### src/rtl/keypad_matrix_scanner.sv
// keypad_matrix_scanner
// Scans a 4x4 active-low membrane keypad one row at a time. It synchronizes
// and debounces the column lines, decodes the pressed key into a 4-bit code,
// and emits one key_valid pulse for each debounced press.
//
// Ports:
//   clk            system clock
//   rst            synchronous, active-high reset
//   matricial_col  keypad columns, active-low, bit i = column i
//   matricial_lin  keypad rows, active-low one-hot drive, bit i = row i
//   key_code       code of the last accepted key, held until the next one
//   key_valid      one-cycle pulse, key_code is valid in the same cycle
//   key_held       high from acceptance until the release is debounced
module keypad_matrix_scanner #(
  parameter int unsigned SCAN_CYCLES     = 50000,
  parameter int unsigned DEBOUNCE_CYCLES = 1000000
) (
  input  logic       clk,
  input  logic       rst,
  input  logic [3:0] matricial_col,
  output logic [3:0] matricial_lin,
  output logic [3:0] key_code,
  output logic       key_valid,
  output logic       key_held
);

  localparam int unsigned SCAN_W = $clog2(SCAN_CYCLES + 1);
  localparam int unsigned DEB_W  = $clog2(DEBOUNCE_CYCLES + 1);
  localparam logic [SCAN_W-1:0] SCAN_LAST = SCAN_W'(SCAN_CYCLES - 1);
  localparam logic [DEB_W-1:0]  DEB_LAST  = DEB_W'(DEBOUNCE_CYCLES - 1);

  typedef enum logic [1:0] {
    S_SCAN     = 2'd0,
    S_DEBOUNCE = 2'd1,
    S_RELEASE  = 2'd2
  } state_t;

  state_t            r_state;
  logic [3:0]        r_col_meta;
  logic [3:0]        r_col_s;
  logic [1:0]        r_row;
  logic [SCAN_W-1:0] r_scan_cnt;
  logic [DEB_W-1:0]  r_stab_cnt;
  logic [3:0]        r_col_pat;
  logic [1:0]        r_col_idx;
  logic [3:0]        r_lin;
  logic [3:0]        r_key_code;
  logic              r_key_valid;
  logic              r_key_held;

  state_t            w_state_nxt;
  logic [1:0]        w_row_nxt;
  logic [SCAN_W-1:0] w_scan_cnt_nxt;
  logic [DEB_W-1:0]  w_stab_cnt_nxt;
  logic [3:0]        w_col_pat_nxt;
  logic [1:0]        w_col_idx_nxt;
  logic [3:0]        w_lin_nxt;
  logic [3:0]        w_key_code_nxt;
  logic              w_key_valid_nxt;
  logic              w_key_held_nxt;
  logic              w_one_zero;
  logic [1:0]        w_zero_idx;

  // (row, column) to key code; row 3 carries *, 0, #, D
  function automatic logic [3:0] decode_key(input logic [1:0] row, input logic [1:0] col);
    logic [3:0] code;
    case ({row, col})
      4'h0: code = 4'h1;
      4'h1: code = 4'h2;
      4'h2: code = 4'h3;
      4'h3: code = 4'hA;
      4'h4: code = 4'h4;
      4'h5: code = 4'h5;
      4'h6: code = 4'h6;
      4'h7: code = 4'hB;
      4'h8: code = 4'h7;
      4'h9: code = 4'h8;
      4'hA: code = 4'h9;
      4'hB: code = 4'hC;
      4'hC: code = 4'hE;
      4'hD: code = 4'h0;
      4'hE: code = 4'hF;
      default: code = 4'hD;
    endcase
    return code;
  endfunction

  // Exactly one active-low column and its index
  always_comb begin
    w_one_zero = 1'b1;
    w_zero_idx = 2'd0;
    case (r_col_s)
      4'b1110: w_zero_idx = 2'd0;
      4'b1101: w_zero_idx = 2'd1;
      4'b1011: w_zero_idx = 2'd2;
      4'b0111: w_zero_idx = 2'd3;
      default: w_one_zero = 1'b0;
    endcase
  end

  // Next-state and output logic
  always_comb begin
    w_state_nxt     = r_state;
    w_row_nxt       = r_row;
    w_scan_cnt_nxt  = r_scan_cnt;
    w_stab_cnt_nxt  = r_stab_cnt;
    w_col_pat_nxt   = r_col_pat;
    w_col_idx_nxt   = r_col_idx;
    w_key_code_nxt  = r_key_code;
    w_key_valid_nxt = 1'b0;
    w_key_held_nxt  = r_key_held;

    case (r_state)
      S_SCAN: begin
        if (r_scan_cnt == SCAN_LAST) begin
          w_scan_cnt_nxt = '0;
          if (r_col_s == 4'b1111) begin
            w_row_nxt = r_row + 2'd1;
          end else if (w_one_zero) begin
            w_col_pat_nxt  = r_col_s;
            w_col_idx_nxt  = w_zero_idx;
            w_stab_cnt_nxt = '0;
            w_state_nxt    = S_DEBOUNCE;
          end else begin
            // Multi-key press: wait for a full release without reporting
            w_stab_cnt_nxt = '0;
            w_state_nxt    = S_RELEASE;
          end
        end else begin
          w_scan_cnt_nxt = r_scan_cnt + SCAN_W'(1);
        end
      end

      S_DEBOUNCE: begin
        if (r_col_s == r_col_pat) begin
          if (r_stab_cnt == DEB_LAST) begin
            w_key_code_nxt  = decode_key(r_row, r_col_idx);
            w_key_valid_nxt = 1'b1;
            w_key_held_nxt  = 1'b1;
            w_stab_cnt_nxt  = '0;
            w_state_nxt     = S_RELEASE;
          end else begin
            w_stab_cnt_nxt = r_stab_cnt + DEB_W'(1);
          end
        end else begin
          w_row_nxt      = r_row + 2'd1;
          w_scan_cnt_nxt = '0;
          w_state_nxt    = S_SCAN;
        end
      end

      S_RELEASE: begin
        if (r_col_s == 4'b1111) begin
          if (r_stab_cnt == DEB_LAST) begin
            w_key_held_nxt = 1'b0;
            w_row_nxt      = r_row + 2'd1;
            w_scan_cnt_nxt = '0;
            w_stab_cnt_nxt = '0;
            w_state_nxt    = S_SCAN;
          end else begin
            w_stab_cnt_nxt = r_stab_cnt + DEB_W'(1);
          end
        end else begin
          w_stab_cnt_nxt = '0;
        end
      end

      default: begin
        w_state_nxt    = S_SCAN;
        w_scan_cnt_nxt = '0;
        w_stab_cnt_nxt = '0;
      end
    endcase

    // Row drive follows the next row directly so there is never an all-high gap
    w_lin_nxt = ~(4'(1) << w_row_nxt);
  end

  // State and data registers, including the two-flop column synchronizer
  always_ff @(posedge clk) begin
    if (rst) begin
      r_state     <= S_SCAN;
      r_col_meta  <= 4'b1111;
      r_col_s     <= 4'b1111;
      r_row       <= 2'd0;
      r_scan_cnt  <= '0;
      r_stab_cnt  <= '0;
      r_col_pat   <= 4'b1111;
      r_col_idx   <= 2'd0;
      r_lin       <= 4'b1110;
      r_key_code  <= 4'h0;
      r_key_valid <= 1'b0;
      r_key_held  <= 1'b0;
    end else begin
      r_state     <= w_state_nxt;
      r_col_meta  <= matricial_col;
      r_col_s     <= r_col_meta;
      r_row       <= w_row_nxt;
      r_scan_cnt  <= w_scan_cnt_nxt;
      r_stab_cnt  <= w_stab_cnt_nxt;
      r_col_pat   <= w_col_pat_nxt;
      r_col_idx   <= w_col_idx_nxt;
      r_lin       <= w_lin_nxt;
      r_key_code  <= w_key_code_nxt;
      r_key_valid <= w_key_valid_nxt;
      r_key_held  <= w_key_held_nxt;
    end
  end

  assign matricial_lin = r_lin;
  assign key_code      = r_key_code;
  assign key_valid     = r_key_valid;
  assign key_held      = r_key_held;

endmodule

### config.mk
export PLATFORM = sky130hd
export DESIGN_NAME = keypad_matrix_scanner
export DESIGN_NICKNAME = d
export VERILOG_FILES = /design/src/rtl/keypad_matrix_scanner.sv
export SDC_FILE = /design/constraint.sdc
export NUM_CORES = 1
export LEC_CHECK = 0
export CORE_MARGIN = 3
export CORE_UTILIZATION = 60
export DETAILED_ROUTE_END_ITERATION = 16
export GPL_TIMING_DRIVEN = 0
export PLACE_DENSITY = 0.82
export SYNTH_ARGS = -nofsm -noshare
export SYNTH_HDL_FRONTEND = slang
export SYNTH_SLANG_ARGS = --single-unit
### constraint.sdc
create_clock -name clk -period 2.6 [get_ports clk]
set_input_delay 0.52 -clock clk [delete_from_list [all_inputs] [get_ports clk]]
set_output_delay 0.52 -clock clk [all_outputs]
set_load 0.005 [all_outputs]
Yosys cells after proc, flatten, opt, wreduce, memory -nomap -nowiden. Memories as Yosys holds them, arrays and structs flattened. A register that Yosys moved wholly into a read port is not among the register bits. Cells that the tools add are included.

Shift-type cells: 1. Add/subtract/negate cells: 3. Eq/ne operators: 18. Muxes and demuxes: 33. Reduce and logical (&&, ||, !) cells: 10. Bitwise operators: 4.

Operator list (number): 20-bit 2-to-1 mux (5); 16-bit 2-to-1 mux (4); 20-bit case mux with 3 select lines (1); 16-bit case mux with 3 select lines (1); 2-bit 2-to-1 mux (12); 20-bit by 1-bit adder with 20-bit output (second input constant) (1); 20-bit == test (second input constant) (1); 2-bit case mux with 3 select lines (3); 16-bit by 1-bit adder with 16-bit output (second input constant) (1); 16-bit == test (second input constant) (1); 4-bit == test (second input constant) (4); 2-bit != test (second input constant) (7); 5-bit AND reduction (2); 3-bit AND reduction (3); 1-bit 2-to-1 mux (6); 4-bit by 3-bit == test with 1-bit output (second input constant) (1); 4-bit == test (1); 4-bit inverter (1); 4-bit AND reduction (1); 4-bit OR reduction (1); 1-bit by 2-bit left shift with 4-bit output (first input constant) (1); 3-bit != test (second input constant) (1); 1-bit inverter (3); 3-bit OR reduction (1); 6 further kinds (6).

Output and inout port bits: 10. Memories kept: 1. Memory bits (read-only): 64. Bits of input ports: 6. Logic and storage cells: 81. Bits in registers: 60.

Memories: (name not given) (words 16, width 4, read ports 1, clocked after memory_dff 1, wr ports 0, RTL line 67) `case ({row, col})`.

Logic depth before layout (Yosys ltp).
Depth after elaboration: 7. Mapped depth: 9. Depth with buffers taken out: 7.

Worst setup path before layout. No wires, ideal clock.

Path type: register to register. Start: register r_stab_cnt[7]. End: register r_state[1]. Slack: 0.531 ns. Period minus slack after synthesis: 2.069 ns. Buffers on the path: 1. Arrival: 1.948 ns. Data required time: 2.478 ns. Stages on the path, launching flop included: 7. Library setup time: 0.122 ns. Cell sequence: dfxtp_1 or4b_4 nor4b_4 a31o_1 buf_6 o211ai_2 o311a_1.

Cells in the longest elaborated chain, start to end: 3. Elaborated cells on any way between the ends: 4. Those cells by class: 3 x eq/ne; 1 x reduce/logical.

Ends and longest elaborated chain: from (decl) (RTL line 43) `logic [DEB_W-1:0] r_stab_cnt;`; from (signal assigned) (RTL line 200) `r_stab_cnt <= w_stab_cnt_nxt;`; 20-bit == test (*) (RTL line 136, 154); 3-bit != test (no line) / 2-bit != test (equally long branches); 5-bit AND reduction (no line) (*); to (signal assigned) (RTL line 195) `r_state <= w_state_nxt;`; to (decl) (RTL line 38) `state_t r_state;`.

Mark *: on every way between the ends. The rest lies on a longest branch, timed or not. A chain may end at the register's enable or synchronous reset.

Worst setup path after layout.
Start: register r_scan_cnt[9]. End: register r_stab_cnt[19].

Cells in the longest elaborated chain, start to end: 3.

Ends and longest elaborated chain: from (decl) (RTL line 42) `logic [SCAN_W-1:0] r_scan_cnt;`; from (signal assigned) (RTL line 199) `r_scan_cnt <= w_scan_cnt_nxt;`; 16-bit == test (RTL line 115) `if (r_scan_cnt == SCAN_LAST) begin`; 2-bit != test (no line); 3-bit AND reduction (no line).

No other way between the ends.

==> report_table.html <==
<table>
<tr><th>Metric</th><th>Value</th></tr>
<tr><th colspan="2">Detailed routing</th></tr>
<tr><td>Vias after detailed routing</td><td>roughly 2700</td></tr>
<tr><td>Metal-1 WL</td><td>3060 um</td></tr>
<tr><td>Detailed route wirelength on metal3</td><td>251 um</td></tr>
<tr><td>Number of routed nets with antenna violations</td><td>0</td></tr>
<tr><td>Via-to-Cell Ratio</td><td>between 5 and 6</td></tr>
<tr><td>Number of iterations in the first detailed-routing pass</td><td>4</td></tr>
<tr><td>Topmost layer with routed signal wires</td><td>met4</td></tr>
<tr><td>Met2 routed wirelength</td><td>3240 um</td></tr>
<tr><td>Final Routed Wirelength</td><td>~6600 um</td></tr>
<tr><td>Starting DRT DRC Count</td><td>139</td></tr>
<tr><td>Residual DRC</td><td>0</td></tr>
<tr><td>Routed WL per cell</td><td>13.7 um</td></tr>
<tr><th colspan="2">Die</th></tr>
<tr><td>Die ar.</td><td>about 0.0065 mm^2</td></tr>
<tr><td>Core Footprint</td><td>0.00524 mm^2</td></tr>
<tr><td>Count of boundary I/O pins</td><td>16</td></tr>
<tr><td>Die Height</td><td>80.5 um</td></tr>
<tr><td>Die outline width</td><td>80.5 um</td></tr>
<tr><td>Total number of placement rows</td><td>26</td></tr>
<tr><td>Starting density of the core</td><td>63.6%</td></tr>
<tr><th colspan="2">Pwr</th></tr>
<tr><td>Proportion of power drawn by the clock network</td><td>37.9%</td></tr>
<tr><td>Leak pwr</td><td>between 1 and 1.5 nW</td></tr>
<tr><td>Sequential Power Share</td><td>45.4%</td></tr>
<tr><td>Worst ir drop on vdd</td><td>0.448 mV</td></tr>
<tr><td>Portion of total power attributed to combinational logic</td><td>roughly 17%</td></tr>
<tr><td>Internal power contribution</td><td>1.62 mW</td></tr>
<tr><td>Fraction of power spent switching nets</td><td>30.0%</td></tr>
<tr><td>Power per unit of standard cell area</td><td>about 600 mW/mm^2</td></tr>
<tr><td>Sw Pwr</td><td>roughly 0.7 mW</td></tr>
<tr><th colspan="2">Finish</th></tr>
<tr><td>Share of cells above drive strength 1</td><td>~13%</td></tr>
<tr><td>Footprint of the flip-flops and latches</td><td>0.00128 mm^2</td></tr>
<tr><td>Growth of design area from synthesis to finish</td><td>13.3%</td></tr>
<tr><td>Area of the multi-input gates</td><td>around 0.0019 mm^2</td></tr>
<tr><td>Most frequent cells in the layout</td><td>sky130_fd_sc_hd__dfxtp_1, sky130_fd_sc_hd__nor2_1, sky130_fd_sc_hd__nand3_1</td></tr>
<tr><td>Inserted Diodes</td><td>0</td></tr>
<tr><td>Design area</td><td>about 0.0038 mm^2</td></tr>
<tr><td>Filler Cells Inserted</td><td>397</td></tr>
<tr><td>Most common cell after layout, fill and taps aside</td><td>sky130_fd_sc_hd__dfxtp_1</td></tr>
<tr><td>Fin nets</td><td>427</td></tr>
<tr><th colspan="2">Global routing</th></tr>
<tr><td>Number of global-route vias before repair</td><td>2665</td></tr>
<tr><td>Overflow after GRT</td><td>0</td></tr>
<tr><td>Largest net degree at the start of global routing</td><td>14</td></tr>
<tr><td>First-pass GRT wire length</td><td>11600 um</td></tr>
<tr><td>Initial antenna violation count</td><td>0</td></tr>
<tr><td>Gr usage total</td><td>22.7%</td></tr>
<tr><th colspan="2">Timing</th></tr>
<tr><td>Final hold violations</td><td>0</td></tr>
<tr><td>Top achievable clock speed</td><td>about 430 MHz</td></tr>
<tr><td>RSZ-0062 raised after global routing</td><td>no</td></tr>
<tr><td>Fin crit period</td><td>~2.3 ns</td></tr>
<tr><td>Transition at the pin with the smallest max-transition slack</td><td>0.481 ns</td></tr>
<tr><td>Slew Limit Headroom</td><td>roughly 68%</td></tr>
<tr><td>Setup violations, final</td><td>0</td></tr>
<tr><td>Total negative slack for setup checks</td><td>0 ns</td></tr>
<tr><td>Pins over their slew limit</td><td>0</td></tr>
<tr><td>Minimum hold slack</td><td>0.410 ns</td></tr>
<tr><td>Tcrit/Tclk final</td><td>89.9%</td></tr>
<tr><td>Max Clock Skew</td><td>0.00846 ns</td></tr>
<tr><th colspan="2">Worst setup path</th></tr>
<tr><td>Type of element launching the critical path</td><td>flip-flop</td></tr>
<tr><td>Master of the slowest instance on the critical path</td><td>sky130_fd_sc_hd__or4_1</td></tr>
<tr><td>Max incr delay on CP</td><td>roughly 0.47 ns</td></tr>
<tr><td>Cells traversed along the worst timing path</td><td>nor4bb_1, nand4_1, o21ai_2, nand4_2, or4_1, a21oi_1</td></tr>
<tr><td>Data arrival time of the worst path</td><td>roughly 2.6 ns</td></tr>
<tr><td>Critical Setup Path Class</td><td>reg -&gt; reg</td></tr>
<tr><td>Setup crit end kind</td><td>flip-flop</td></tr>
<tr><td>Required time of the critical path</td><td>approximately 2.9 ns</td></tr>
<tr><td>Critical path fanouts, max</td><td>10</td></tr>
<tr><th colspan="2">Logic synthesis</th></tr>
<tr><td>Post-synth net total</td><td>401</td></tr>
<tr><td>Yosys top cell area share</td><td>38.5%</td></tr>
<tr><td>Number of instances in the synthesized netlist</td><td>384</td></tr>
<tr><td>Number of register bits inferred by synthesis</td><td>64</td></tr>
<tr><td>Mean cell area of the mapped netlist</td><td>8.67 um^2</td></tr>
<tr><td>Synth unique cells</td><td>63</td></tr>
<tr><td>Synth async-reset ratio</td><td>0%</td></tr>
<tr><td>Post-synthesis cell area</td><td>0.00333 mm^2</td></tr>
<tr><td>Leading post-synthesis cells by cell area</td><td>sky130_fd_sc_hd__dfxtp_1, sky130_fd_sc_hd__xor2_1, sky130_fd_sc_hd__nor2_1</td></tr>
<tr><td>Post-synth EDFFs</td><td>0</td></tr>
<tr><td>Synthesis Warnings</td><td>0</td></tr>
<tr><td>Dominant cell type by area after synthesis</td><td>sky130_fd_sc_hd__dfxtp_1</td></tr>
<tr><td>Most frequently used flop master after synthesis</td><td>sky130_fd_sc_hd__dfxtp_1</td></tr>
<tr><td>Sequential area share after synthesis</td><td>38.5%</td></tr>
<tr><th colspan="2">Placement</th></tr>
<tr><td>Count of buffers inserted at the top-level ports</td><td>15</td></tr>
<tr><td>Placement Cell Area</td><td>0.00357 mm^2</td></tr>
<tr><td>GPL Wtd Cong</td><td>0.848</td></tr>
<tr><td>HPWL Detailed</td><td>4680 um</td></tr>
<tr><th colspan="2">Clock tree</th></tr>
<tr><td>CTS max path bufs</td><td>2</td></tr>
<tr><td>Number of sinks on the clock net</td><td>64</td></tr>
<tr><td>Total setup buffers inserted after CTS</td><td>0</td></tr>
<tr><td>Number of H-tree branching levels</td><td>3</td></tr>
<tr><td>Post-CTS Hold Buffers</td><td>0</td></tr>
<tr><td>Clock transition time at the flip-flop clock pins of the worst setup and hold paths</td><td>0.08 ns</td></tr>
<tr><td>CTS Buf Count</td><td>9</td></tr>
<tr><td>Library cell used as clock root buffer</td><td>sky130_fd_sc_hd__clkbuf_8</td></tr>
<tr><td>Clock tree from TritonCTS</td><td>done</td></tr>
<tr><td>Resized cells post-CTS</td><td>0</td></tr>
<tr><td>Clock insertion delay at the later pin of the skew report</td><td>0.35 ns</td></tr>
<tr><th colspan="2">Flow run</th></tr>
<tr><td>Max-cap check violation count</td><td>0</td></tr>
<tr><th colspan="2">Worst hold path</th></tr>
<tr><td>Worst min path class</td><td>reg -&gt; reg</td></tr>
<tr><th colspan="2">Run status</th></tr>
<tr><td>Run status</td><td>completed</td></tr>
</table>
[critical path: cells and delay by family (launching register included)]
kind / cells / cell delay, ns
AND/OR/NAND/NOR: 4 / 1.36
AO/OA/AOI/OAI: 2 / 0.48
flip-flops: 1 / 0.43
[state kept, by name, indices dropped and copies added, names as in the netlist]
signal / flops
r_col_idx: 2
r_scan_cnt: 16
r_col_s: 4
r_stab_cnt: 20
r_col_meta: 4
key_held: 1
matricial_lin: 4
r_state: 2
r_row: 2
r_col_pat: 4
key_valid: 1
key_code: 4
[cells by family after synthesis]
| logic type | share of synthesized area, % |
|---|---|
| xor gates and xnor gates | 7.89 |
| muxes | 2.74 |
| and+or+nand+nor | 30.2 |
| AOI/OAI and AO/OA | 11.9 |
| DFF | 38.5 |
| adders and majority gates | 4.13 |
| buffers and inverters | 4.70 |
[per-stage QoR]
| stage | setup slack [ns] | power, mW | cells | util, % |
|---|---|---|---|---|
| floorplan | 0.531 | 1.36 | 384 | - |
| global placement | 0.309 | 1.44 | 469 | 68.1 |
| detailed placement | 0.288 | 1.45 | 469 | 68.1 |
| CTS | 0.273 | 2.33 | 485 | 72.0 |
| global route | 0.00435 | 2.43 | 485 | 72.0 |
| finish | 0.263 | 2.31 | 485 | 72.0 |
[path summary, 6_finish.rpt]
kind	start	to	slack, ns	cells after the start
min reg2reg	r_col_meta[1]	r_col_s[1]	0.41	1
min	r_col_meta[1]	r_col_s[1]	0.41	1
max reg2reg	r_scan_cnt[9]	r_stab_cnt[19]	0.26	6
max	r_scan_cnt[9]	r_stab_cnt[19]	0.26	6
[metal layers]
| layer | global-route usage (%) | up-vias |
|---|---|---|
| met5 | 0 | - |
| met1 | 26.9 | 1277 |
| met3 | 7.17 | 9 |
| li1 | - | 1403 |
| met4 | 6.59 | 0 |
| met2 | 39.2 | 53 |
[synthesized netlist by cell type (5+ instances only)]
master                     instances
sky130_fd_sc_hd__xor2_1           22
sky130_fd_sc_hd__or3_1             8
sky130_fd_sc_hd__and3_1           11
sky130_fd_sc_hd__o21ai_0          10
sky130_fd_sc_hd__xnor2_1           8
sky130_fd_sc_hd__inv_1            15
sky130_fd_sc_hd__buf_2             7
sky130_fd_sc_hd__ha_1             11
sky130_fd_sc_hd__nand2_1          27
sky130_fd_sc_hd__nor2_1           42
sky130_fd_sc_hd__nand3_1          29
sky130_fd_sc_hd__nand4_1          12
sky130_fd_sc_hd__a21oi_1          20
sky130_fd_sc_hd__nor3_1            5
sky130_fd_sc_hd__mux2i_1           8
sky130_fd_sc_hd__or2_2             9
sky130_fd_sc_hd__dfxtp_1          64
sky130_fd_sc_hd__clkbuf_1          7
[area by class of cell]
class,instances,area share [%]
inverter,16,1.59
clock inverter,7,2.12
clock buffer,9,3.28
tap,70,2.32
sequential,64,34.0
multi-input combinational,286,50.2
timing repair buffer,15,3.98
buffer,18,2.55
[power groups by stage]
stage	Sequential [mW]	Clock (mW)	Combinational, mW
after global placement	1.07	0	0.369
after CTS	1.05	0.893	0.385
after detailed placement	1.07	0	0.381
after global routing	1.05	0.945	0.432
after floorplan	1.07	0	0.299
final	1.05	0.876	0.385
(Power assumes the default switching activity.)
